[src/rtl/branch_predictor_table_if.sv]
// Fetch/resolve port bundle for the branch history table.
// master: fetch/resolve logic driving indices and outcomes.
// slave:  the table, returning the prediction.
interface branch_predictor_table_if #(
    parameter int ADDR_W = 5
);
    logic              brTaken_i;
    logic [ADDR_W-1:0] branchAddrWrite_i;
    logic [ADDR_W-1:0] branchAddrRead_i;
    logic              anUpdate_i;
    logic              whatToDoBranch_o;

    modport master (
        output brTaken_i,
        output branchAddrWrite_i,
        output branchAddrRead_i,
        output anUpdate_i,
        input  whatToDoBranch_o
    );

    modport slave (
        input  brTaken_i,
        input  branchAddrWrite_i,
        input  branchAddrRead_i,
        input  anUpdate_i,
        output whatToDoBranch_o
    );
endinterface

[src/rtl/branch_predictor_table.sv]
// Branch history table: 32 two-bit saturating counters, combinational
// read at one index, clocked update at another.
// Optional macro BRPRED_WRITE_BYPASS_EN: a read of the index being updated
// returns the post-update prediction in the same cycle.

// One 2-bit saturating counter entry.
module branchPredictionSM (
    input  logic clk_i,
    input  logic reset_i,
    input  logic update_i,
    input  logic taken_i,
    output logic prediction_o
);
    typedef enum logic [1:0] {
        STRONG_NT = 2'b00,
        WEAK_NT   = 2'b01,
        WEAK_T    = 2'b10,
        STRONG_T  = 2'b11
    } counterState_t;

    counterState_t state;
    counterState_t stateNext;

    // Counter register; reset wins over any pending update.
    always_ff @(posedge clk_i) begin
        if (reset_i) begin
            state <= WEAK_NT;
        end else begin
            state <= stateNext;
        end
    end

    // Saturating step and prediction output.
    always_comb begin
        stateNext    = state;
        prediction_o = state[1];
        if (update_i) begin
            case (state)
                STRONG_NT: stateNext = taken_i ? WEAK_NT  : STRONG_NT;
                WEAK_NT:   stateNext = taken_i ? WEAK_T   : STRONG_NT;
                WEAK_T:    stateNext = taken_i ? STRONG_T : WEAK_NT;
                STRONG_T:  stateNext = taken_i ? STRONG_T : WEAK_T;
                default:   stateNext = state;
            endcase
`ifdef BRPRED_WRITE_BYPASS_EN
            // Bypass lives in the entry: update_i is only high for the written
            // index, so the read mux sees it only when read and write match.
            prediction_o = stateNext[1];
`endif
        end
    end
endmodule

// Enable-gated one-hot write decoder.
module decoder5x32 #(
    parameter int ADDR_W = 5
) (
    input  logic                     en_i,
    input  logic [ADDR_W-1:0]        addr_i,
    output logic [(2**ADDR_W)-1:0]   dec_o
);
    localparam int unsigned NUM_LINES = 2 ** ADDR_W;

    // Line i active only when enabled and the index matches; an X index with
    // the enable low still yields all zeros.
    always_comb begin
        dec_o = '0;
        for (int unsigned i = 0; i < NUM_LINES; i++) begin
            dec_o[i] = en_i && (addr_i == ADDR_W'(i));
        end
    end
endmodule

// Read-side selector of one entry's prediction.
module mux32x1 #(
    parameter int ADDR_W = 5
) (
    input  logic [(2**ADDR_W)-1:0] in_i,
    input  logic [ADDR_W-1:0]      sel_i,
    output logic                   out_o
);
    // Pick the prediction bit of the selected entry.
    always_comb begin
        out_o = in_i[sel_i];
    end
endmodule

module branch_predictor_table #(
    parameter int ADDR_W      = 5,
    parameter int NUM_ENTRIES = 2 ** ADDR_W
) (
    input  logic                     clk_i,
    input  logic                     reset_i,
    branch_predictor_table_if.slave  bp
);
    logic [NUM_ENTRIES-1:0] decoded;
    logic [NUM_ENTRIES-1:0] entryPred;

    decoder5x32 #(.ADDR_W(ADDR_W)) uDecoder (
        .en_i   (bp.anUpdate_i),
        .addr_i (bp.branchAddrWrite_i),
        .dec_o  (decoded)
    );

    for (genvar g = 0; g < NUM_ENTRIES; g++) begin : gEntry
        branchPredictionSM uEntry (
            .clk_i        (clk_i),
            .reset_i      (reset_i),
            .update_i     (decoded[g]),
            .taken_i      (bp.brTaken_i),
            .prediction_o (entryPred[g])
        );
    end

    mux32x1 #(.ADDR_W(ADDR_W)) uReadMux (
        .in_i  (entryPred),
        .sel_i (bp.branchAddrRead_i),
        .out_o (bp.whatToDoBranch_o)
    );
endmodule

[src/flat_wrapper.sv]
// flat-port wrapper written by rule: the top's interface ports become plain ports
module branch_predictor_table_flat 
#(
    parameter int ADDR_W      = 5,
    parameter int NUM_ENTRIES = 2 ** ADDR_W
)
  (clk_i, reset_i, bp_brTaken_i, bp_branchAddrWrite_i, bp_branchAddrRead_i, bp_anUpdate_i, bp_whatToDoBranch_o);
  branch_predictor_table_if #(.ADDR_W(ADDR_W)) bp_i ();
  input  logic clk_i;
  input  logic reset_i;
  input wire logic [$bits(bp_i.brTaken_i)-1:0] bp_brTaken_i;
  input wire logic [$bits(bp_i.branchAddrWrite_i)-1:0] bp_branchAddrWrite_i;
  input wire logic [$bits(bp_i.branchAddrRead_i)-1:0] bp_branchAddrRead_i;
  input wire logic [$bits(bp_i.anUpdate_i)-1:0] bp_anUpdate_i;
  output wire logic [$bits(bp_i.whatToDoBranch_o)-1:0] bp_whatToDoBranch_o;
  assign bp_i.brTaken_i = bp_brTaken_i;
  assign bp_i.branchAddrWrite_i = bp_branchAddrWrite_i;
  assign bp_i.branchAddrRead_i = bp_branchAddrRead_i;
  assign bp_i.anUpdate_i = bp_anUpdate_i;
  assign bp_whatToDoBranch_o = bp_i.whatToDoBranch_o;
  branch_predictor_table #(.ADDR_W(ADDR_W), .NUM_ENTRIES(NUM_ENTRIES)) u_core (.clk_i(clk_i), .reset_i(reset_i), .bp(bp_i));
endmodule
[config.mk]
export PLATFORM = sky130hd
export DESIGN_NAME = branch_predictor_table_flat
export DESIGN_NICKNAME = d
export VERILOG_FILES = /design/src/rtl/branch_predictor_table_if.sv /design/src/rtl/branch_predictor_table.sv /design/src/flat_wrapper.sv
export SDC_FILE = /design/constraint.sdc
export NUM_CORES = 1
export LEC_CHECK = 0
export ABC_AREA = 1
export CAP_MARGIN = 20
export CORE_MARGIN = 5
export CORE_UTILIZATION = 50
export CTS_CLUSTER_SIZE = 8
export DETAILED_ROUTE_END_ITERATION = 12
export GPL_TIMING_DRIVEN = 0
export PLACE_DENSITY = 0.64
export SYNTH_ARGS = -nofsm -noshare
export SYNTH_HDL_FRONTEND = slang
export SYNTH_SLANG_ARGS = --single-unit
[constraint.sdc]
create_clock -name clk_i -period 4 [get_ports clk_i]
set_input_delay 0.8 -clock clk_i [delete_from_list [all_inputs] [get_ports clk_i]]
set_output_delay 0.8 -clock clk_i [all_outputs]
set_load 0.02 [all_outputs]
# [Word level (Yosys, flattened, before mapping)]
# Cells that the tools add are included.
[classes] n_mul=0 n_mux=38 n_div=0 n_eq_ne=127 bitwise_logic=0 add_sub_neg=0 magnitude_cmp=1 shifts=0 reduce_logical=65
[ops] op="one-hot mux 2 bit (4 select lines)" n=32
[ops] op="equality test 2 bit (second input constant)" n=64
[ops] op="equality test 5 bit (second input constant)" n=16
[ops] op="equality test 2 x 1 -> 1 bit (second input constant)" n=32
[ops] op="zero test 2 bit" n=32
[ops] op="equality test 5 x 4 -> 1 bit (second input constant)" n=8
[ops] op="logical AND 1 bit" n=32
[ops] op="equality test 5 x 3 -> 1 bit (second input constant)" n=4
[ops] op="equality test 5 x 2 -> 1 bit (second input constant)" n=2
[ops] op="< comparator 5 x 6 -> 1 bit (second input constant)" n=1
[ops] op="binary-select mux 1 bit (select 5 bit)" n=1
[ops] op="equality test 5 x 1 -> 1 bit (second input constant)" n=1
[ops] op="zero test 5 bit" n=1
[ops] op="2-to-1 mux 2 bit" n=2
[ops] op="2-to-1 mux 1 bit" n=3
[word_totals] reg_bits=64 output_inout_bits=1 n_memories=0 input_bits=14 romBits=0 mem_bits_rw=0 word_cells=263 latchBits=0

# [Logic depth before layout (Yosys ltp)]
# Gate-level depths: netlist of the first run.
[depth] word_depth=2 ltp_mapped=11 ltp_nobuf=9

# [Cells and area by module]
# From an unflattened synthesis of the first run, not the netlist that was laid out.
[hier_totals] cells_unflattened=721 area_unflattened_um2=4245.3
[by_module_without_submodules] mod="branchPredictionSM" seq_area_each_um2=40.0 n_inst=32 area_each_um2=112.6 cells_per_inst=18
[by_module_without_submodules] mod="mux32x1" seq_area_each_um2=0.0 n_inst=1 area_each_um2=375.4 cells_per_inst=78
[by_module_without_submodules] mod="decoder5x32" seq_area_each_um2=0.0 n_inst=1 area_each_um2=266.5 cells_per_inst=67

# [Least setup slack after synthesis of the first run]
# OpenSTA, ideal clock, no wires.
[synth_path] path_type="in2out" start="input port bp_branchAddrRead_i[0]" end="output port bp_whatToDoBranch_o" required_time_ns=3.200 cell_stages=11 setup_slack_ns=1.517 arrival_time_ns=1.683 cell_sequence="buf_2 inv_2 buf_4 nand2_1 nand3_1 nand3_1 nand2_1 nand2_1 nand2_1 nand2_1 nand2_1"
[synth_via] elab_chain_cells=2
[synth_rtl] element="start: declaration" line="flat_wrapper.sv:13" rtl="input wire logic [$bits(bp_i.branchAddrRead_i)-1:0] bp_branchAddrRead_i;"
[synth_rtl] element="binary-select mux 1 bit (select 5 bit)" line="branch_predictor_table.sv:84" rtl="out_o = in_i[sel_i];"
[synth_rtl] element="2-to-1 mux 1 bit (not written as such)" line="branch_predictor_table.sv:84"
[synth_rtl] element="end: declaration" line="flat_wrapper.sv:15" rtl="output wire logic [$bits(bp_i.whatToDoBranch_o)-1:0] bp_whatToDoBranch_o;"
# Every way passes these cells. The select of a mux whose other input is x is not followed.

# [Final worst setup path of the first run]
[layout_path] start="input port bp_branchAddrRead_i[2]" end="output port bp_whatToDoBranch_o"
# The elaborated chain is that of the path after synthesis.

==> metrics.txt, run 1 <==
total congestion overflow=0; worst IR drop on VDD=201 µV; mapped cell area=3470 µm²; # DRC=0; vias post-DR=3593; RSZ-0062 raised after global routing=no; CP top delay family=buffers and inverters; CTS max path bufs=2; Diodes inserted=0; area share of the largest cell type after synthesis=0.369; Core Area=6790 µm²; final hold violations=0; max reg flops=64; CP most frequent cell=nand2_1; WL final=9900 µm; critical path cell sequence=clkdlybuf4s50_1 -> inv_1 -> nand3_1 -> nand2_1 -> nand2_1 -> nand2_1 -> nand2_1 -> nand2_1 -> clkdlybuf4s50_1; hold buffer count at CTS=0; post_cts resized=0; Filler cells=691; CTS H-Tree Depth=3; Setup Buffers After CTS=0; synth top area cells=dfxtp_1 37%, nand2_1 15%, o21ai_0 8.9%; DIE WIDTH=93.3 µm; final worst slack=0.696 ns; Least-Margin Pin Slew=0.718 ns; cells on worst reg2reg path=4; Tcrit/Tclk final=0.826; Final Max Tran Viols=0; chip height=93.3 µm; FMAX=0.303 GHz; pwr dens=327 nW/µm²; cts bufs inserted=9; r2r setup slk=3.04 ns; layout cell share with drive strength beyond 1=0.0693; Largest Register=u_core.gEntry.uEntry.state; DR WL/cell=15.0 µm; CTS tree=done; Critical Path End Type=output port; Warnings, synthesis=0; Max FO, Critical Path=5; initial core utilization=0.511; Via-to-Cell Ratio=5.45; Worst Path Buf+Inv=3; Syn Inst Count=537; drt pass-1 iters=5; Clock Latency Late Sink=0.35 ns; die area=8710 µm²; Req. time, crit path=3.20 ns; pin count of the biggest net entering global routing=11; fin util=0.568; GRT Total Usage=0.246; post-route ant nets=0; worst setup slack after placement=0.720 ns; via count of the first global-routing pass=3347; io pins=15; first-pass GRT wire length=16500 µm; Final setup viols=0; Arr. time, crit path=2.50 ns; Clock Skews=0.00525 ns; Worst-path clk slew=0.06 ns; hold path cells=2; initial DRC count=266; Fin Setup TNS=0 ns; Core Rows=30; Slew HR=0.522; average cell area after synthesis=6.47 µm²; Leak=1.53 nW; Distinct cells, synth=23; routability cong.=0.902; Crit path depth=9; Clock Tree Root=clkbuf_8; Startpoint Class=input pin; initial antenna violation count=0; Layout area overhead=11.1%; sequential fraction of the synthesis area=0.369; HPWL Detailed=7180 µm; worst hold slack=0.461 ns; worst hold path type=flop to flop; delay of the slowest cell on the worst path=0.60 ns; biggest regs=u_core.gEntry.uEntry.state (64); Yosys top cell by area=dfxtp_1; Worst path slowest cell=clkdlybuf4s50_1; flops & latches, synth=64; type of the worst setup path=input pin to output port; maxcap violations=0; Synth Net Count=551; fin crit period=3.30 ns; Port Buffer Count=11; status=finished clean; TritonCTS Sinks=64; Layout Nets=573
[metrics by stage]
| stage | std cells | instance area (µm²) | total power, mW |
|---|---|---|---|
| 2_1_floorplan | 537 | 3470 | 0.748 |
| 3_3_place_gp | 644 | 3700 | 0.798 |
| 3_5_place_dp | 644 | 3700 | 0.800 |
| 4_1_cts | 659 | 3860 | 1.26 |
| 5_1_grt | 659 | 3860 | 1.32 |
| 6_report | 659 | 3860 | 1.26 |
[Yosys cell counts, drive strengths merged]
cell type  count
nor2          57
nand2        139
clkbuf        11
dfxtp         64
buf           13
o21ai         63
nand3         51
o311ai         1
o211ai        15
clkinv         1
inv           48
a211oi         7
a21oi         48
nor3           3
nand3b        16
[layer usage]
layer  wire length (µm)  share of wire  global-route usage
met1               4700           0.48               0.330
met4                184          0.019              0.0989
met5                  0              0                   0
met2               4560           0.46               0.391
met3                452          0.046              0.0410
[worst register-to-register path, cell delays in order (launching register included)]
cell,delay (ns)
dfxtp_1,0.36
o21ai_0,0.17
o21ai_0,0.10
a21oi_1,0.12
o21ai_0,0.09
[where the power goes]
group | leakage [nW] | internal [mW] | switching, mW
sequential | 0.518 | 0.644 | 0.00672
clock | 0.0789 | 0.218 | 0.255
combinational | 0.934 | 0.0417 | 0.0936
total | 1.53 | 0.904 | 0.356
[cells by family (layout without fill, tap and decap cells)]
logic type      Yosys count  after routing  synth area share
flops                    64             64             0.369
simple gates            266            266             0.334
buf+inv                  73             99            0.0865
compound gates          134            134             0.210
[area by class of cell]
class / instances / area, µm² / area share
Inverter: 49 / 184 / 0.0477
Multi-Input combinational cell: 400 / 1890 / 0.490
Clock buffer: 11 / 131 / 0.0341
Timing Repair Buffer: 11 / 110 / 0.0286
Buffer: 24 / 116 / 0.0302
Tap cell: 96 / 120 / 0.0311
Sequential cell: 64 / 1280 / 0.332
Clock inverter: 4 / 22.5 / 0.00584
[worst paths after layout]
kind | startpoint | end
setup reg to reg | u_core.gEntry[25].uEntry.state[1] | u_core.gEntry[25].uEntry.state[0]
hold reg to reg | u_core.gEntry[12].uEntry.state[0] | u_core.gEntry[12].uEntry.state[0]
hold / removal | u_core.gEntry[12].uEntry.state[0] | u_core.gEntry[12].uEntry.state[0]
setup / recovery | bp_branchAddrRead_i[2] | bp_whatToDoBranch_o
[cell usage in the layout, fill, tap and decap left out, types with 3 or more instances in the layout]
master	netlist	layout
inv_1	45	45
o211ai_1	15	15
nor2_2	9	9
clkbuf_8	0	9
clkinv_2	0	3
nand3_1	51	51
buf_2	9	9
inv_2	3	3
nand3b_1	16	16
nand2_1	139	139
o21ai_0	62	62
dfxtp_1	64	64
nor2_1	47	47
clkdlybuf4s50_1	0	11
a21oi_1	48	48
a211oi_1	7	7
clkbuf_1	11	13
No activity file was read; power rests on OpenSTA's default activity.
==> run 2, diff against run 1 <==
--- a/config.mk
+++ b/config.mk
@@ -12,7 +12,7 @@
 export CTS_CLUSTER_SIZE = 8
 export DETAILED_ROUTE_END_ITERATION = 12
 export GPL_TIMING_DRIVEN = 0
-export PLACE_DENSITY = 0.64
+export PLACE_DENSITY = 0.66
 export SYNTH_ARGS = -nofsm -noshare
 export SYNTH_HDL_FRONTEND = slang
 export SYNTH_SLANG_ARGS = --single-unit
==> constraint.sdc (replaced) <==
create_clock -name clk_i -period 2.6 [get_ports clk_i]
set_input_delay 0.52 -clock clk_i [delete_from_list [all_inputs] [get_ports clk_i]]
set_output_delay 0.52 -clock clk_i [all_outputs]
set_load 0.02 [all_outputs]
==> run 2 against run 1 <==
Compared with the run above: die area stayed put; setup slack worse by 0.56 ns; combinational power is 53% higher; first-iteration DRC count is 9.8% lower; global-route usage is 0.62 points higher; register-to-register slack worse by 1.4 ns; largest cell class unchanged; largest power group unchanged.
==> metrics.txt, run 2 (synthesis results as in run 1) <==
status=finished clean; Core Area=6790 µm²; worst hold slack=0.475 ns; WL final=9950 µm; pwr dens=522 nW/µm²; vias post-DR=3601; first-pass GRT wire length=17200 µm; Layout Nets=573; Port Buffer Count=11; chip height=93.3 µm; delay of the slowest cell on the worst path=0.59 ns; Max FO, Critical Path=5; Largest Register=u_core.gEntry.uEntry.state; GRT Total Usage=0.252; initial DRC count=240; CP most frequent cell=nand2_1; RSZ-0062 raised after global routing=no; final hold violations=0; Layout area overhead=11.7%; Clock Latency Late Sink=0.34 ns; DR WL/cell=15.1 µm; initial core utilization=0.511; post_cts resized=1; via count of the first global-routing pass=3535; cts bufs inserted=9; initial antenna violation count=0; io pins=15; die area=8710 µm²; layout cell share with drive strength beyond 1=0.0695; biggest regs=u_core.gEntry.uEntry.state (64); CTS tree=done; worst hold path type=flop to flop; Core Rows=30; CTS max path bufs=2; Worst-path clk slew=0.07 ns; Leak=1.55 nW; fin crit period=2.46 ns; most common cell after layout, fill and taps aside=nand2_1; CTS H-Tree Depth=3; drt pass-1 iters=5; power consumption=2.02 mW; Final setup viols=0; pin count of the biggest net entering global routing=11; Filler cells=682; TritonCTS Sinks=64; Final Max Tran Viols=0; # DRC=0; post-route ant nets=0; DIE WIDTH=93.3 µm; fin util=0.571; Clock Skews=0.00324 ns; total congestion overflow=0; most frequent cells in the layout=139 x nand2_1, 64 x dfxtp_1, 62 x o21ai_0; maxcap violations=0; Worst path slowest cell=clkdlybuf4s50_1; Slew HR=0.490; Critical Path End Type=output port; final worst slack=0.141 ns; worst setup slack after placement=-0.0962 ns; Via-to-Cell Ratio=5.48; routability cong.=0.896; max reg flops=64; HPWL Detailed=7140 µm; Req. time, crit path=2.08 ns; Diodes inserted=0; worst IR drop on VDD=452 µV; Setup Buffers After CTS=0; Startpoint Class=input pin; Tcrit/Tclk final=0.946; hold buffer count at CTS=0; type of the worst setup path=input pin to output port; Clock Tree Root=clkbuf_8; Arr. time, crit path=1.94 ns; FMAX=0.407 GHz; Least-Margin Pin Slew=0.764 ns; critical path cell sequence=clkdlybuf4s50_1 -> inv_1 -> nand3_1 -> nand2_1 -> nand2_1 -> nand2_1 -> nand2_1 -> nand2_1 -> dlygate4sd2_1
==> run 2: cell count changes in the layout (fill, tap and decap cells not counted) <==
cell | before | now
clkbuf_1 | 13 | 11
dlygate4sd2_1 | 0 | 1
clkdlybuf4s50_1 | 11 | 10
clkbuf_8 | 9 | 13
clkinvlp_4 | 1 | 0
clkinv_2 | 3 | 0
==> run 2: final timing paths <==
path                                      from                                 to  slack (ns)  depth (start not counted)
max                     bp_branchAddrRead_i[2]                bp_whatToDoBranch_o        0.14                          9
min          u_core.gEntry[11].uEntry.state[0]  u_core.gEntry[11].uEntry.state[1]        0.47                          2
max reg2reg  u_core.gEntry[25].uEntry.state[1]  u_core.gEntry[25].uEntry.state[0]        1.62                          4
min reg2reg  u_core.gEntry[11].uEntry.state[0]  u_core.gEntry[11].uEntry.state[1]        0.47                          2
==> run 2: routing by layer <==
layer / vias to the layer above / share of wire / track usage
li1: 1826 / - / -
met1: 1665 / 0.45 / 0.319
met2: 88 / 0.46 / 0.415
met3: 22 / 0.052 / 0.0636
met4: 0 / 0.030 / 0.0891
met5: - / 0 / 0
==> run 2: final cells by class <==
class | instances | area (µm²) | area share
buffer | 24 | 116 | 0.0300
clock buffer | 13 | 179 | 0.0461
multi-input combinational | 400 | 1890 | 0.487
inverter | 49 | 184 | 0.0474
sequential | 64 | 1280 | 0.330
timing repair buffer | 11 | 109 | 0.0281
tap | 96 | 120 | 0.0310
==> run 2: power by group <==
group,switching [mW],internal (mW),total [mW]
Combinational,0.144,0.0631,0.207
Sequential,0.0105,0.991,1.00
Clock,0.380,0.435,0.815
Total,0.534,1.49,2.02
==> run 2: critical path: cells and delay by family <==
| kind | cells | cell delay [ns] |
|---|---|---|
| buffers and inverters | 3 | 1.03 |
| and+or+nand+nor | 6 | 0.39 |
==> run 2: metrics by stage <==
step / std cells / TNS, ns / instance area, µm²
after floorplan: 537 / 0 / 3470
after detailed placement: 644 / -0.0962 / 3700
after CTS: 657 / 0 / 3880
after global routing: 657 / 0 / 3880
final: 657 / 0 / 3880
after global placement: 644 / -0.108 / 3700
==> run 3, diff against run 2 <==
--- a/config.mk
+++ b/config.mk
@@ -11,6 +11,7 @@
 export CORE_UTILIZATION = 50
 export CTS_CLUSTER_SIZE = 8
 export DETAILED_ROUTE_END_ITERATION = 12
+export GPL_ROUTABILITY_DRIVEN = 0
 export GPL_TIMING_DRIVEN = 0
 export PLACE_DENSITY = 0.66
 export SYNTH_ARGS = -nofsm -noshare
==> constraint.sdc (replaced) <==
create_clock -name clk_i -period 2 [get_ports clk_i]
set_input_delay 0.4 -clock clk_i [delete_from_list [all_inputs] [get_ports clk_i]]
set_output_delay 0.4 -clock clk_i [all_outputs]
set_load 0.02 [all_outputs]
==> run 3 against run 2 <==
Compared with the run above: global-route usage did not move; sequential share of layout area shrank 0.095 points; clock skew increased by 0.0012 ns; via count fell by 0.53%; utilization up 0.28 points; setup slack lost 0.0096 ns; count of clock-buffer cells in the layout did not move; non-clock buffer count unchanged; final cell count unchanged; highest routed layer unchanged.
==> metrics.txt, run 3 (synthesis results as in run 1) <==
Final Max Tran Viols=0; fin util=0.574; fin crit period=1.87 ns; Worst path slowest cell=buf_2; HPWL Detailed=7140 µm; Slew HR=0.508; pin count of the biggest net entering global routing=11; Clock Skews=0.00447 ns; DR WL/cell=15.2 µm; vias post-DR=3582; Diodes inserted=0; WL final=9980 µm; final hold violations=0; chip height=93.3 µm; initial DRC count=221; delay of the slowest cell on the worst path=0.19 ns; most common cell after layout, fill and taps aside=nand2_1; Core Area=6790 µm²; Critical Path End Type=output port; Clock Latency Late Sink=0.35 ns; CTS H-Tree Depth=3; CTS max path bufs=2; GRT Total Usage=0.252; post-route ant nets=0; type of the worst setup path=input pin to output port; total congestion overflow=0; TritonCTS Sinks=64; design area=3900 µm²; CTS tree=done; Final setup viols=0; biggest regs=u_core.gEntry.uEntry.state (64); Tcrit/Tclk final=0.935; Largest Register=u_core.gEntry.uEntry.state; Startpoint Class=input pin; Layout Nets=573; Post-DP Area=3700 µm²; first-pass GRT wire length=17200 µm; DIE WIDTH=93.3 µm; layout cell share with drive strength beyond 1=0.0766; max reg flops=64; cts bufs inserted=9; CP most frequent cell=nand2_1; drt pass-1 iters=4; Via-to-Cell Ratio=5.45; io pins=15; RSZ-0062 raised after global routing=no; Port Buffer Count=11; worst hold path type=flop to flop; Arr. time, crit path=1.47 ns; Core Rows=30; critical path cell sequence=buf_2 -> inv_4 -> buf_6 -> nand2_1 -> nand3_1 -> nand3_1 -> nand2_1 -> nand2_1 -> nand2_1 -> nand2_1 -> nand2_1 -> buf_4; # DRC=0; Leak=1.55 nW; Req. time, crit path=1.60 ns; initial core utilization=0.511; Clock Tree Root=clkbuf_8; worst IR drop on VDD=590 µV; initial antenna violation count=0; Layout area overhead=12.3%; most frequent cells in the layout=139 x nand2_1, 62 x o21ai_0, 62 x dfxtp_1; status=finished clean; FMAX=0.535 GHz; Setup Buffers After CTS=0; die area=8710 µm²; maxcap violations=0; worst hold slack=0.473 ns; Least-Margin Pin Slew=0.738 ns; Max FO, Critical Path=10; Worst-path clk slew=0.07 ns; via count of the first global-routing pass=3535; pwr dens=676 nW/µm²
-- run 3: changes by cell type in the layout (fill, tap and decap cells not counted) --
| cell | previous run | this run |
|---|---|---|
| buf_4 | 2 | 3 |
| inv_4 | 0 | 1 |
| dfxtp_1 | 64 | 62 |
| inv_1 | 45 | 44 |
| clkinvlp_4 | 0 | 1 |
| clkdlybuf4s50_1 | 10 | 9 |
| buf_2 | 9 | 7 |
| inv_2 | 3 | 2 |
| buf_6 | 1 | 3 |
| dfxtp_2 | 0 | 2 |
-- run 3: path summary, 6_finish.rpt --
kind | endpoint | start | cells past startpoint | slack (ns)
worst min register to register | u_core.gEntry[11].uEntry.state[1] | u_core.gEntry[11].uEntry.state[0] | 2 | 0.47
worst max-delay path | bp_whatToDoBranch_o | bp_branchAddrRead_i[0] | 12 | 0.13
worst min-delay path | u_core.gEntry[11].uEntry.state[1] | u_core.gEntry[11].uEntry.state[0] | 2 | 0.47
worst max register to register | u_core.gEntry[25].uEntry.state[0] | u_core.gEntry[25].uEntry.state[1] | 4 | 1.05
-- run 3: what timing repair did --
item | 4_1_cts | 5_1_grt
setup endpoints to repair | 1 | 1
hold buffers | 0 | 0
resized for setup | 7 | 8
-- run 3: per-layer routing --
layer,global-route usage,vias up,share of wire
met5,0,-,0
met4,0.0891,0,0.027
met3,0.0636,20,0.061
met2,0.415,95,0.46
met1,0.319,1640,0.45
li1,-,1827,-
-- run 3: final cells by class --
cell class / count / area, µm²
multi-input combinational: 400 / 1890
fill: 681 / 2900
buffer: 24 / 129
tap: 96 / 120
inverter: 49 / 190
sequential: 64 / 1280
timing repair buffer: 11 / 106
clock buffer: 13 / 179
-- run 3: through the flow --
step	TNS, ns	instances	setup slack, ns	total power, mW
2_1_floorplan	0	537	0.317	1.50
3_3_place_gp	-2.14	644	-0.468	1.59
3_5_place_dp	-2.74	644	-0.456	1.60
4_1_cts	0	657	0.00108	2.64
5_1_grt	0	657	0.0117	2.73
6_report	0	657	0.131	2.64
-- run 3: worst max-delay path, delay by kind of cell --
kind | cells | cell delay [ns]
buffers and inverters | 4 | 0.57
AND/OR/NAND/NOR | 8 | 0.51
-- run 3: power breakdown --
part | total, mW | internal [mW] | switching [mW]
clock network | 1.06 | 0.566 | 0.495
registers | 1.30 | 1.29 | 0.0136
logic | 0.274 | 0.0849 | 0.189
total | 2.64 | 1.94 | 0.697
